<file path="config.mk">
export PLATFORM = sky130hd
export DESIGN_NAME = inst_queue
export DESIGN_NICKNAME = d
export VERILOG_FILES = /design/src/rtl/inst_queue.sv
export SDC_FILE = /design/constraint.sdc
export NUM_CORES = 1
export LEC_CHECK = 0
export ABC_CLOCK_PERIOD_IN_PS = 12400
export CAP_MARGIN = 20
export CORE_MARGIN = 2
export CORE_UTILIZATION = 60
export CTS_CLUSTER_DIAMETER = 50
export DETAILED_ROUTE_END_ITERATION = 6
export MAX_ROUTING_LAYER = met4
export PLACE_DENSITY = 0.89
export SYNTH_ARGS = -nofsm -noshare
export SYNTH_HDL_FRONTEND = slang
export SYNTH_SLANG_ARGS = --single-unit
</file>
<file path="constraint.sdc">
create_clock -name clk_in -period 12.4 [get_ports clk_in]
set_input_delay 1.24 -clock clk_in [delete_from_list [all_inputs] [get_ports clk_in]]
set_output_delay 1.24 -clock clk_in [all_outputs]
set_load 0.05 [all_outputs]
</file>
<file path="src/rtl/inst_queue.sv">
// Instruction queue between fetcher and decoder: circular FIFO of (inst, pc), one issue per cycle.
// Optional same-cycle bypass into an empty queue when INSTQUEUE_BYPASS_EN is defined.
module inst_queue #(
    parameter int QUEUE_SIZE = 16
) (
    input  logic        clk_in,
    input  logic        rst_in,
    input  logic        rdy_in,
    input  logic        rob_flush_in,
    input  logic        fetcher_en_in,
    input  logic [31:0] fetcher_inst_in,
    input  logic [31:0] fetcher_pc_in,
    output logic        fetcher_full_out,
    input  logic        rob_full_in,
    input  logic        rs_full_in,
    input  logic        lsb_full_in,
    output logic        decoder_inst_en_out,
    output logic [31:0] decoder_inst_out,
    output logic [31:0] decoder_pc_out
);

    localparam int AW = $clog2(QUEUE_SIZE);
    localparam logic [AW:0] FULL_CNT   = (AW+1)'(QUEUE_SIZE);
    localparam logic [AW:0] ALMOST_CNT = (AW+1)'(QUEUE_SIZE - 2);

    if (QUEUE_SIZE < 4 || (QUEUE_SIZE & (QUEUE_SIZE - 1)) != 0) begin : g_bad_size
        $error("inst_queue: QUEUE_SIZE must be a power of two and at least 4");
    end

    logic [31:0]   inst_mem [QUEUE_SIZE];
    logic [31:0]   pc_mem   [QUEUE_SIZE];
    logic [AW-1:0] head;
    logic [AW-1:0] tail;
    logic [AW:0]   count;

    logic stall;
    logic push;
    logic pop;
    logic bypass;
    logic store;

    always_comb begin
        stall  = rob_full_in | rs_full_in | lsb_full_in;
        push   = rdy_in & ~rob_flush_in & fetcher_en_in & (count != FULL_CNT);
        pop    = rdy_in & ~rob_flush_in & (count != '0) & ~stall;
`ifdef INSTQUEUE_BYPASS_EN
        bypass = push & (count == '0) & ~stall;
`else
        bypass = 1'b0;
`endif
        store  = push & ~bypass;
    end

    assign fetcher_full_out = (count >= ALMOST_CNT);

    // Entry storage is deliberately left out of reset.
    always_ff @(posedge clk_in) begin
        if (!rst_in && store) begin
            inst_mem[tail] <= fetcher_inst_in;
            pc_mem[tail]   <= fetcher_pc_in;
        end
    end

    always_ff @(posedge clk_in) begin
        if (rst_in) begin
            head                <= '0;
            tail                <= '0;
            count               <= '0;
            decoder_inst_en_out <= 1'b0;
            decoder_inst_out    <= '0;
            decoder_pc_out      <= '0;
        end else if (rdy_in) begin
            if (rob_flush_in) begin
                head                <= '0;
                tail                <= '0;
                count               <= '0;
                decoder_inst_en_out <= 1'b0;
            end else begin
                if (store) begin
                    tail <= tail + AW'(1);
                end
                if (bypass) begin
                    decoder_inst_out    <= fetcher_inst_in;
                    decoder_pc_out      <= fetcher_pc_in;
                    decoder_inst_en_out <= 1'b1;
                end else if (pop) begin
                    decoder_inst_out    <= inst_mem[head];
                    decoder_pc_out      <= pc_mem[head];
                    decoder_inst_en_out <= 1'b1;
                    head                <= head + AW'(1);
                end else begin
                    decoder_inst_en_out <= 1'b0;
                end
                case ({store, pop})
                    2'b10:   count <= count + (AW+1)'(1);
                    2'b01:   count <= count - (AW+1)'(1);
                    default: count <= count;
                endcase
            end
        end
    end

endmodule

</file>
# Word-level counts from Yosys, hierarchy flattened
# Memory sizes are Yosys's and may differ from the RTL's. A register that Yosys moved wholly into a read port is not among the register bits.
# Index checks and enable logic that the tools add are counted.
[word_totals] ff_bits=14 ramBits=1024 out_inout_bits=66 elab_cells=43 memories=2
[mem_list] memory="inst_mem" depth=16 width=32 read_ports=1 rd_ports_with_merged_regs=1 write_ports=1 line="30" rtl="logic [31:0] inst_mem [QUEUE_SIZE];"
[mem_list] memory="pc_mem" depth=16 width=32 read_ports=1 rd_ports_with_merged_regs=1 write_ports=1 line="31" rtl="logic [31:0] pc_mem [QUEUE_SIZE];"
[op_classes] n_addsub=4 n_lt_le_gt_ge=1 eq_ne=3 mux=10 bitwise_logic=9 reduce_logical=10
[ops] op="$mux W4" count=4
[ops] op="$pmux W5 S2" count=1
[ops] op="$add A4 B1 Y4 const B" count=2
[ops] op="$reduce_and A2 Y1" count=3
[ops] op="$add A5 B1 Y5 const B" count=1
[ops] op="$and A1 B1 Y1" count=5
[ops] op="$ge A5 B4 Y1 const B" count=1
[ops] op="$mux W5" count=1
[ops] op="$ne A5 B5 Y1 const B" count=1
[ops] op="$reduce_bool A5 Y1" count=1
[ops] op="$sub A5 B1 Y5 const B" count=1
[ops] op="$mux W1" count=4
[ops] op="$reduce_bool A2 Y1" count=2
[ops] op="$reduce_and A3 Y1" count=1
[ops] op="$reduce_bool A3 Y1" count=1
[ops] op="$eq A2 B1 Y1 const B" count=1
[ops] op="$eq A2 B2 Y1 const B" count=1
[ops] op="$not A1 Y1" count=2
[ops] op="$or A1 B1 Y1" count=2
[ops] op="$logic_and A1 B1 Y1" count=1
[ops] op="$logic_not A1 Y1" count=1

# Depth between registers and ports, before layout
# Gate-level depths: netlist of the first run.
[logic_depth] ltp_word=7 ltp_mapped=12

# Worst setup path before layout of the first run
# OpenSTA, ideal clock, no wires.
[synth_path] path_kind="input -> register" from="in rob_flush_in" to="mem inst_mem[0][0], enable pin" setup_time_ps=644 arrival_time_ps=7856 setup_slack_ps=3900 path_stages=3 n_path_buf=0 path_cell_list="nand3b_1 a21o_1 nor4_1"
[synth_via] elab_chain_len=7
[synth_rtl] element="from (decl)" line="9" rtl="input logic rob_flush_in,"
[synth_rtl] element="$not A1 Y1 (no source line)"
[synth_rtl] element="$and A1 B1 Y1 (3 in a row)" line="44" rtl="push = rdy_in & ~rob_flush_in & fetcher_en_in & (count != FULL_CNT);"
[synth_rtl] element="$logic_and A1 B1 Y1" line="58" rtl="if (!rst_in && store) begin"
[synth_rtl] element="$mux W1" line="58"
[synth_rtl] element="$mux W1 (not written as such)" line="59" rtl="inst_mem[tail] <= fetcher_inst_in;"
[synth_rtl] element="to (decl)" line="30"
# Every way passes these cells.

# Worst setup path in the final report of the first run
[layout_path] from="in rdy_in" to="mem pc_mem[4][22], enable pin"
[layout_via] elab_chain_len=6
[layout_rtl] element="from (decl)" line="8" rtl="input logic rdy_in,"
[layout_rtl] element="$and A1 B1 Y1 (3 in a row)" line="44"
[layout_rtl] element="$logic_and A1 B1 Y1" line="58"
[layout_rtl] element="$mux W1" line="58"
[layout_rtl] element="$mux W1 (not written as such)" line="60" rtl="pc_mem[tail] <= fetcher_pc_in;"
[layout_rtl] element="to (decl)" line="31"
# Every way passes these cells.

==> summary.txt, run 1 <==
Timing
  • Fin crit period: 4.677 ns
  • RSZ-0062 raised after global routing: no
  • Slew of the pin with the lowest slew margin: 1.203 ns
  • F_max: 213.8 MHz
  • Fin Clk Skew: 0.03616 ns
  • Setup-failing EPs final: 0
  • Final hold violation count: 0
  • Slew margin rel.: 19.82%
  • Slew Viols, Final: 0
  • Final setup TNS: 0 ns
  • Final period utilization: between 30% and 40%

Final layout
  • Layout area overhead: 14.17%
  • Most common cell after layout, fill and taps aside: edfxtp_1
  • # nets final: ~2,100
  • Storage cell area: 32,330 um^2
  • Final instance area: 47,340 um^2
  • Layout cell share with drive strength beyond 1: 25.59%
  • Most frequent cells in the layout: 1,024 x edfxtp_1, 320 x mux4_2, 139 x nand2_1, 136 x clkdlybuf4s50_1, 106 x clkbuf_16
  • Fillers: 3,592
  • Area of the multi-input gates: 8797 um^2
  • Final Util: 69.15%

Synth
  • YS warnings: 0
  • Number of synthesized flops with an enable pin: 1,024
  • Seq/Total Area, Yosys: 77.92%
  • Netlist cell types: ~40
  • Avg Inst Size Synth: 22.76 um^2
  • Cell area after synthesis: 41,470 um^2
  • Async S/R FF share, synth: 0%
  • Mapped Nets: about 1,900
  • FF+latch count, synth: roughly 1,100
  • Synth Instances: 1,822
  • Top_reg_cell synth: edfxtp_1

Global route
  • Vias in the first global route: 21,974
  • Largest net degree at the start of global routing: 79
  • GRT overflow: 0
  • Total GRT Usage: about a third
  • First-pass GRT wire length: 154,800 um
  • Initial antenna violation count: 9

Setup path
  • Crit Path Category: in -> reg
  • CP Capture Type: flop
  • Worst Path Arrival: 4.96 ns
  • Most Frequent Cell on Critical Path: nand3b_1
  • Worst path depth: 6
  • Reg2reg path depth: 7
  • Crit-path slowest cell: buf_4
  • WP data required: 12.68 ns
  • Startpoint Class: input pin
  • Worst-path fanout max: 55
  • CP top delay family: buffers and inverters
  • Worst path cell trace: clkdlybuf4s50_1, nand3b_1, a21oi_1, nand3b_1, nor2_4, buf_4
  • Buf/Inv on CP: 2
  • Slowest stage delay, CP: 0.94 ns

Clock tree
  • Worst-path clk slew: roughly 0.060 ns
  • Hold buffers post-CTS: 0
  • CTS buffer count: 102
  • # clock sinks: about 1,100
  • Post-cts sizing count: 0
  • Worst-Skew Late Latency: 0.69 ns
  • Clock tree buffer depth: 3
  • Postcts setup bufs: 0
  • Root buf cell: clkbuf_16
  • TritonCTS clock tree: done
  • Max H-tree Level: 3

Detailed routing
  • DRC violations left: 0
  • WL/cell: 36.44 um
  • WL final: 108,700 um
  • ANT nets after route: 0
  • Pre-antenna DRT Iters: 7
  • Vias/cell: about 7.2
  • Via count: 21,378
  • Detailed Route Iter0 Violations: about 3,800

Floorplanning
  • Die Height: 266.9 um
  • Die ar.: 71,230 um^2
  • Die X: 266.9 um
  • Core Footprint: 68,470 um^2
  • Number of core rows: 96
  • Initial Utilization: 60.57%
  • I/O pin count: 138

Hold path
  • HP Class: reg -> reg
  • Hold path cells: 2

Power and ir drop
  • Clock network fraction of total power: 43.4%
  • Pwr Density: 155.4 nW/um^2
  • Combinational share of power: about 1.4%
  • Cell-internal power: between 5 and 6 mW
  • Switching part of the total: 20.32%
  • Peak VDD IR: between 100 and 150 uV
  • Sequential power share: 55.2%
  • Psw: 1.495 mW
  • Overall power: 7.357 mW
  • Leak: 14.14 nW

Placement
  • Post-detail-place hpwl: 52,520 um
  • Gp weighted congestion: 0.7619
  • Port bufs: 137
  • Post-DP Area: between 40,000 and 50,000 um^2

Run
  • Max-Cap Viols: 0

Status
  • Outcome: completed
stage by stage:
| step | setup WS [ns] | std cells | hold WS (ns) |
|---|---|---|---|
| final | 7.723 | 2984 | 0.4566 |
| after global routing | 7.669 | 2982 | 0.4782 |
| after CTS | 7.907 | 2970 | 0.4572 |
| after detailed placement | 7.321 | 2779 | 0.4493 |
| after global placement | 7.649 | 2779 | 0.4422 |
| after floorplan | 3.900 | 1822 | 0.4899 |
power groups by stage:
stage                     combinational [mW]  clock, mW  sequential (mW)
final                                  0.101       3.19             4.06
after global routing                   0.106       3.33             4.06
after CTS                             0.0967       3.20             4.06
after detailed placement              0.0945          0             4.14
after global placement                0.0843          0             4.14
after floorplan                       0.0181          0             4.15
layer usage:
layer	global-route usage, %	wire (um)	up-vias
li1	-	-	8016
met1	39.74	36070	10997
met2	49.80	54790	1983
met3	7.907	12710	382
met4	14.77	5155	0
met5	-	0	-
cells in the mapped netlist, types with 2 or more instances:
| cell type | instances | area [um^2] |
|---|---|---|
| xor2_1 | 4 | 35.03 |
| nand2_1 | 139 | 521.8 |
| ha_1 | 7 | 87.58 |
| a31oi_1 | 2 | 12.51 |
| or3_1 | 2 | 12.51 |
| a22oi_1 | 2 | 15.01 |
| inv_1 | 5 | 18.77 |
| nand2b_1 | 2 | 12.51 |
| dfxtp_1 | 78 | 1562 |
| mux4_2 | 320 | 7207 |
| nor2_1 | 26 | 97.59 |
| buf_6 | 4 | 45.04 |
| clkbuf_1 | 40 | 150.1 |
| o21a_1 | 3 | 22.52 |
| buf_2 | 38 | 190.2 |
| o2bb2ai_1 | 3 | 26.28 |
| buf_1 | 11 | 41.29 |
| xnor2_1 | 3 | 26.28 |
| a21oi_1 | 71 | 355.3 |
| edfxtp_1 | 1024 | 30750 |
| o21ai_0 | 5 | 25.02 |
| nor4_1 | 5 | 31.28 |
| nand3b_1 | 2 | 15.01 |
| nand3_1 | 5 | 25.02 |
| buf_4 | 5 | 37.54 |
sequential cells by signal, indices dropped and copies added, names as in the netlist:
name                 count
pc_mem                 512
decoder_inst_en_out      1
count                    5
tail                     4
inst_mem               512
decoder_pc_out          32
decoder_inst_out        32
head                     4
tightest hold or removal path, stage by stage, from the launching register on:
cell,delay [ns]
dfxtp_1,0.31
nand2_1,0.05
a21oi_1,0.05
worst paths after layout:
kind                                                 startpoint  slack [ns]                               to
worst max-delay path                                     rdy_in        7.72          pc_mem[4][22]$_DFFE_PP_
worst min-delay path            decoder_pc_out[22]$_SDFFE_PP0P_        0.46  decoder_pc_out[22]$_SDFFE_PP0P_
worst max register to register             head[1]$_SDFFE_PP0P_        8.15   decoder_pc_out[9]$_SDFFE_PP0P_
worst min register to register  decoder_pc_out[22]$_SDFFE_PP0P_        0.46  decoder_pc_out[22]$_SDFFE_PP0P_
logic make-up (layout without fill, tap and decap cells):
logic type	count (synthesis)	count (layout)	synth area share [%]
AND/OR/NAND/NOR	186	186	1.835
multiplexers	321	321	17.40
other	0	11	0
AO/OA/AOI/OAI	96	96	1.319
adder cells (fa/ha/maj)	7	7	0.2112
flip-flops	1102	1102	77.92
XOR/XNOR	7	7	0.1479
buffers and inverters	103	372	1.165
area by class of cell:
cell class                 count  area share (%)
antenna                       11         0.05814
clock inverter                63           1.166
tap                          882           2.331
timing repair buffer         176           3.637
clock buffer                 128           5.904
sequential                  1102           68.28
inverter                       5         0.03964
multi-input combinational    617           18.58
No activity file was read; power rests on OpenSTA's default activity.
==> run 2: changes to the inputs <==
Settings changed: ABC_CLOCK_PERIOD_IN_PS 12400 to 3900, CORE_UTILIZATION 60 to 55, PLACE_DENSITY 0.89 to 0.87.
Clock period 12.4 ns to 3.9 ns, I/O delays scaled along.
==> run 2 against run 1 <==
Compared with the run above:
- combinational power increased to 3.2 times the previous value
- clock skew decreased by 0.0038 ns
- first-iteration DRC count decreased by 18%
- wire length decreased by 3.7%
- hold slack got worse by 0.24 ns
- cell area increased by 2.1%
==> summary.txt, run 2 (synthesis gave the netlist of run 1 again) <==
Status
  • Outcome: completed

Timing
  • Slew of the pin with the lowest slew margin: 1.083 ns (-0.1196 ns)
  • Setup-failing EPs final: 0 (unchanged)
  • Final setup TNS: 0 ns (unchanged)
  • Final period utilization: 81.16%
  • Slew Viols, Final: 0 (unchanged)
  • Final hold violation count: 0 (unchanged)
  • RSZ-0062 raised after global routing: no
  • F_max: 315.9 MHz
  • Fin crit period: 3.165 ns
  • Slew margin rel.: 27.80% (+8.0 points)
  • Worst setup margin: 0.7349 ns (-6.988 ns)
  • Fin Clk Skew: 0.03237 ns (-0.003785 ns)

Final layout
  • Area of the multi-input gates: 8840 um^2 (+0.48%)
  • Fillers: 4,336 (+21%)
  • Most common cell after layout, fill and taps aside: edfxtp_1
  • Final Util: 64.80% (-4.3 points)
  • Storage cell area: 32,330 um^2 (unchanged)
  • Layout area overhead: 16.53%
  • Most frequent cells in the layout: 1,024 x edfxtp_1, 320 x mux4_2, 139 x nand2_1, 136 x clkdlybuf4s50_1, 108 x clkbuf_16
  • Largest registers: inst_mem: 512 flops, pc_mem: 512 flops
  • # nets final: 2,109 (+1.2%)
  • Layout cell share with drive strength beyond 1: 27.33% (+1.7 points)

Clock tree
  • TritonCTS clock tree: done
  • Post-cts sizing count: 0 (unchanged)
  • Worst-path clk slew: 0.07 ns (about the same)
  • CTS buffer count: 105 (+2.9%)
  • Worst-Skew Late Latency: 0.69 ns (about the same)
  • Root buf cell: clkbuf_16
  • Max H-tree Level: 3 (unchanged)
  • Hold buffers post-CTS: 0 (unchanged)
  • Postcts setup bufs: 0 (unchanged)
  • # clock sinks: 1,102 (unchanged)
  • Clock tree buffer depth: 3 (unchanged)

Power and ir drop
  • Pwr Density: 503.9 nW/um^2 (+220%)
  • Psw: 4.881 mW (+230%)
  • Peak VDD IR: 411.7 uV (+300%)
  • Clock network fraction of total power: 45.6% (+2.2 points)
  • Cell-internal power: 19.47 mW (+230%)
  • Leak: 14.53 nW (+2.7%)
  • Overall power: 24.35 mW (+230%)
  • Combinational share of power: 1.3% (about the same)
  • Sequential power share: 53.1% (-2.1 points)
  • Switching part of the total: 20.05% (-0.27 points)

Setup path
  • Slowest stage delay, CP: 0.68 ns (-0.26 ns)
  • Worst Path Arrival: 3.47 ns (-1.49 ns)
  • RR Startpoint: count[1]$_SDFFE_PP0P_
  • Worst path depth: 5 (-1)
  • Buf/Inv on CP: 1 (-1)
  • R2r setup slk: 0.73 ns (-7.42 ns)
  • Worst path cell trace: nor4_4, a21oi_1, nand3b_1, nor2_4, buf_4
  • CP Capture Type: flop
  • End point of the critical path: pc_mem[6][19]$_DFFE_PP_
  • Reg2reg path depth: 5 (-2)
  • Crit-path slowest cell: a21oi_1
  • Worst r2r dst: pc_mem[6][19]$_DFFE_PP_
  • Crit Path Category: reg -> reg
  • Worst-path fanout max: 35 (-36%)
  • WP data required: 4.21 ns (-8.47 ns)
  • Startpoint Class: flop
  • Crit path from: count[1]$_SDFFE_PP0P_
  • CP top delay family: simple AND/OR/NAND/NOR gates

Floorplanning
  • I/O pin count: 138 (unchanged)
  • Die ar.: 77,610 um^2 (+9.0%)
  • Die Height: 278.6 um (+4.4%)
  • Die X: 278.6 um (+4.4%)
  • Number of core rows: 100 (+4.2%)
  • Core Footprint: 74,570 um^2 (+8.9%)
  • Initial Utilization: 55.61% (-5.0 points)

Detailed routing
  • Vias/cell: 6.788 (-5.3%)
  • Detailed Route Iter0 Violations: 3,097 (-18%)
  • DRC violations left: 0 (unchanged)
  • WL final: 104,700 um (-3.7%)
  • ANT nets after route: 0 (unchanged)
  • Via count: 21,028 (-1.6%)
  • Pre-antenna DRT Iters: 5 (-2)
  • WL/cell: 33.80 um (-7.2%)

Global route
  • GRT overflow: 0 (unchanged)
  • Vias in the first global route: 21,799 (-0.80%)
  • Total GRT Usage: 28.25% (-3.5 points)
  • Largest net degree at the start of global routing: 75 (-5.1%)
  • First-pass GRT wire length: 152,700 um (-1.3%)
  • Initial antenna violation count: 6 (-3)

Placement
  • Port bufs: 137 (unchanged)
  • Pre-CTS setup slack: 0.3505 ns (-6.971 ns)
  • Gp weighted congestion: 0.7888 (+3.5%)
  • Post-detail-place hpwl: 54,140 um (+3.1%)

Run
  • Max-Cap Viols: 0 (unchanged)

Hold path
  • HP Class: in -> reg
==> run 2: tightest hold or removal path, stage by stage <==
cell     delay [ns]
buf_4          0.09
inv_1          0.16
o21ai_0        0.15
a21oi_1        0.05
==> run 2: how the worst min path moves through the flow <==
stage | startpoint | endpoint | slack, ns | cells after the start
6_report | rst_in | count[0]$_SDFFE_PP0P_ | 0.21 | 4
5_1_grt | rst_in | tail[3]$_SDFFE_PP0P_ | 0.22 | 3
4_1_cts | rst_in | count[0]$_SDFFE_PP0P_ | 0.18 | 4
3_5_place_dp | decoder_pc_out[15]$_SDFFE_PP0P_ | decoder_pc_out[15]$_SDFFE_PP0P_ | 0.45 | 2
3_3_place_gp | decoder_pc_out[25]$_SDFFE_PP0P_ | decoder_pc_out[25]$_SDFFE_PP0P_ | 0.44 | 2
2_1_floorplan | rdy_in | tail[2]$_SDFFE_PP0P_ | 0.49 | 1
==> run 2: layout make-up <==
class	count	area share [%]
Antenna cell	7	0.03625
Clock buffer	142	6.126
Clock inverter	57	1.686
Inverter	5	0.03884
Multi-Input combinational cell	617	18.29
Sequential cell	1102	66.89
Tap cell	969	2.509
Timing Repair Buffer	199	4.417
==> run 2: through the flow <==
| step | hold WS (ns) | cell area [um^2] | cells |
|---|---|---|---|
| 6_report | 0.2147 | 48320 | 3098 |
| 5_1_grt | 0.2200 | 48320 | 3097 |
| 4_1_cts | 0.1768 | 48310 | 3091 |
| 3_5_place_dp | 0.4486 | 44530 | 2892 |
| 3_3_place_gp | 0.4436 | 44530 | 2892 |
| 2_1_floorplan | 0.4866 | 41510 | 1822 |
==> run 2: per-layer routing <==
| metal | track usage (%) | vias to the layer above | wire length, um |
|---|---|---|---|
| li1 | - | 8060 | - |
| met1 | 35.89 | 10954 | 36460 |
| met2 | 45.57 | 1698 | 53070 |
| met3 | 5.364 | 316 | 10780 |
| met4 | 11.48 | 0 | 4399 |
| met5 | - | - | 0 |
==> run 2: power groups by stage <==
| stage | logic [mW] | registers [mW] | clock network (mW) |
|---|---|---|---|
| floorplan | 0.0586 | 13.2 | 0 |
| global placement | 0.285 | 13.2 | 0 |
| detailed placement | 0.313 | 13.2 | 0 |
| CTS | 0.321 | 12.9 | 11.2 |
| global route | 0.346 | 12.9 | 11.5 |
| finish | 0.327 | 12.9 | 11.1 |
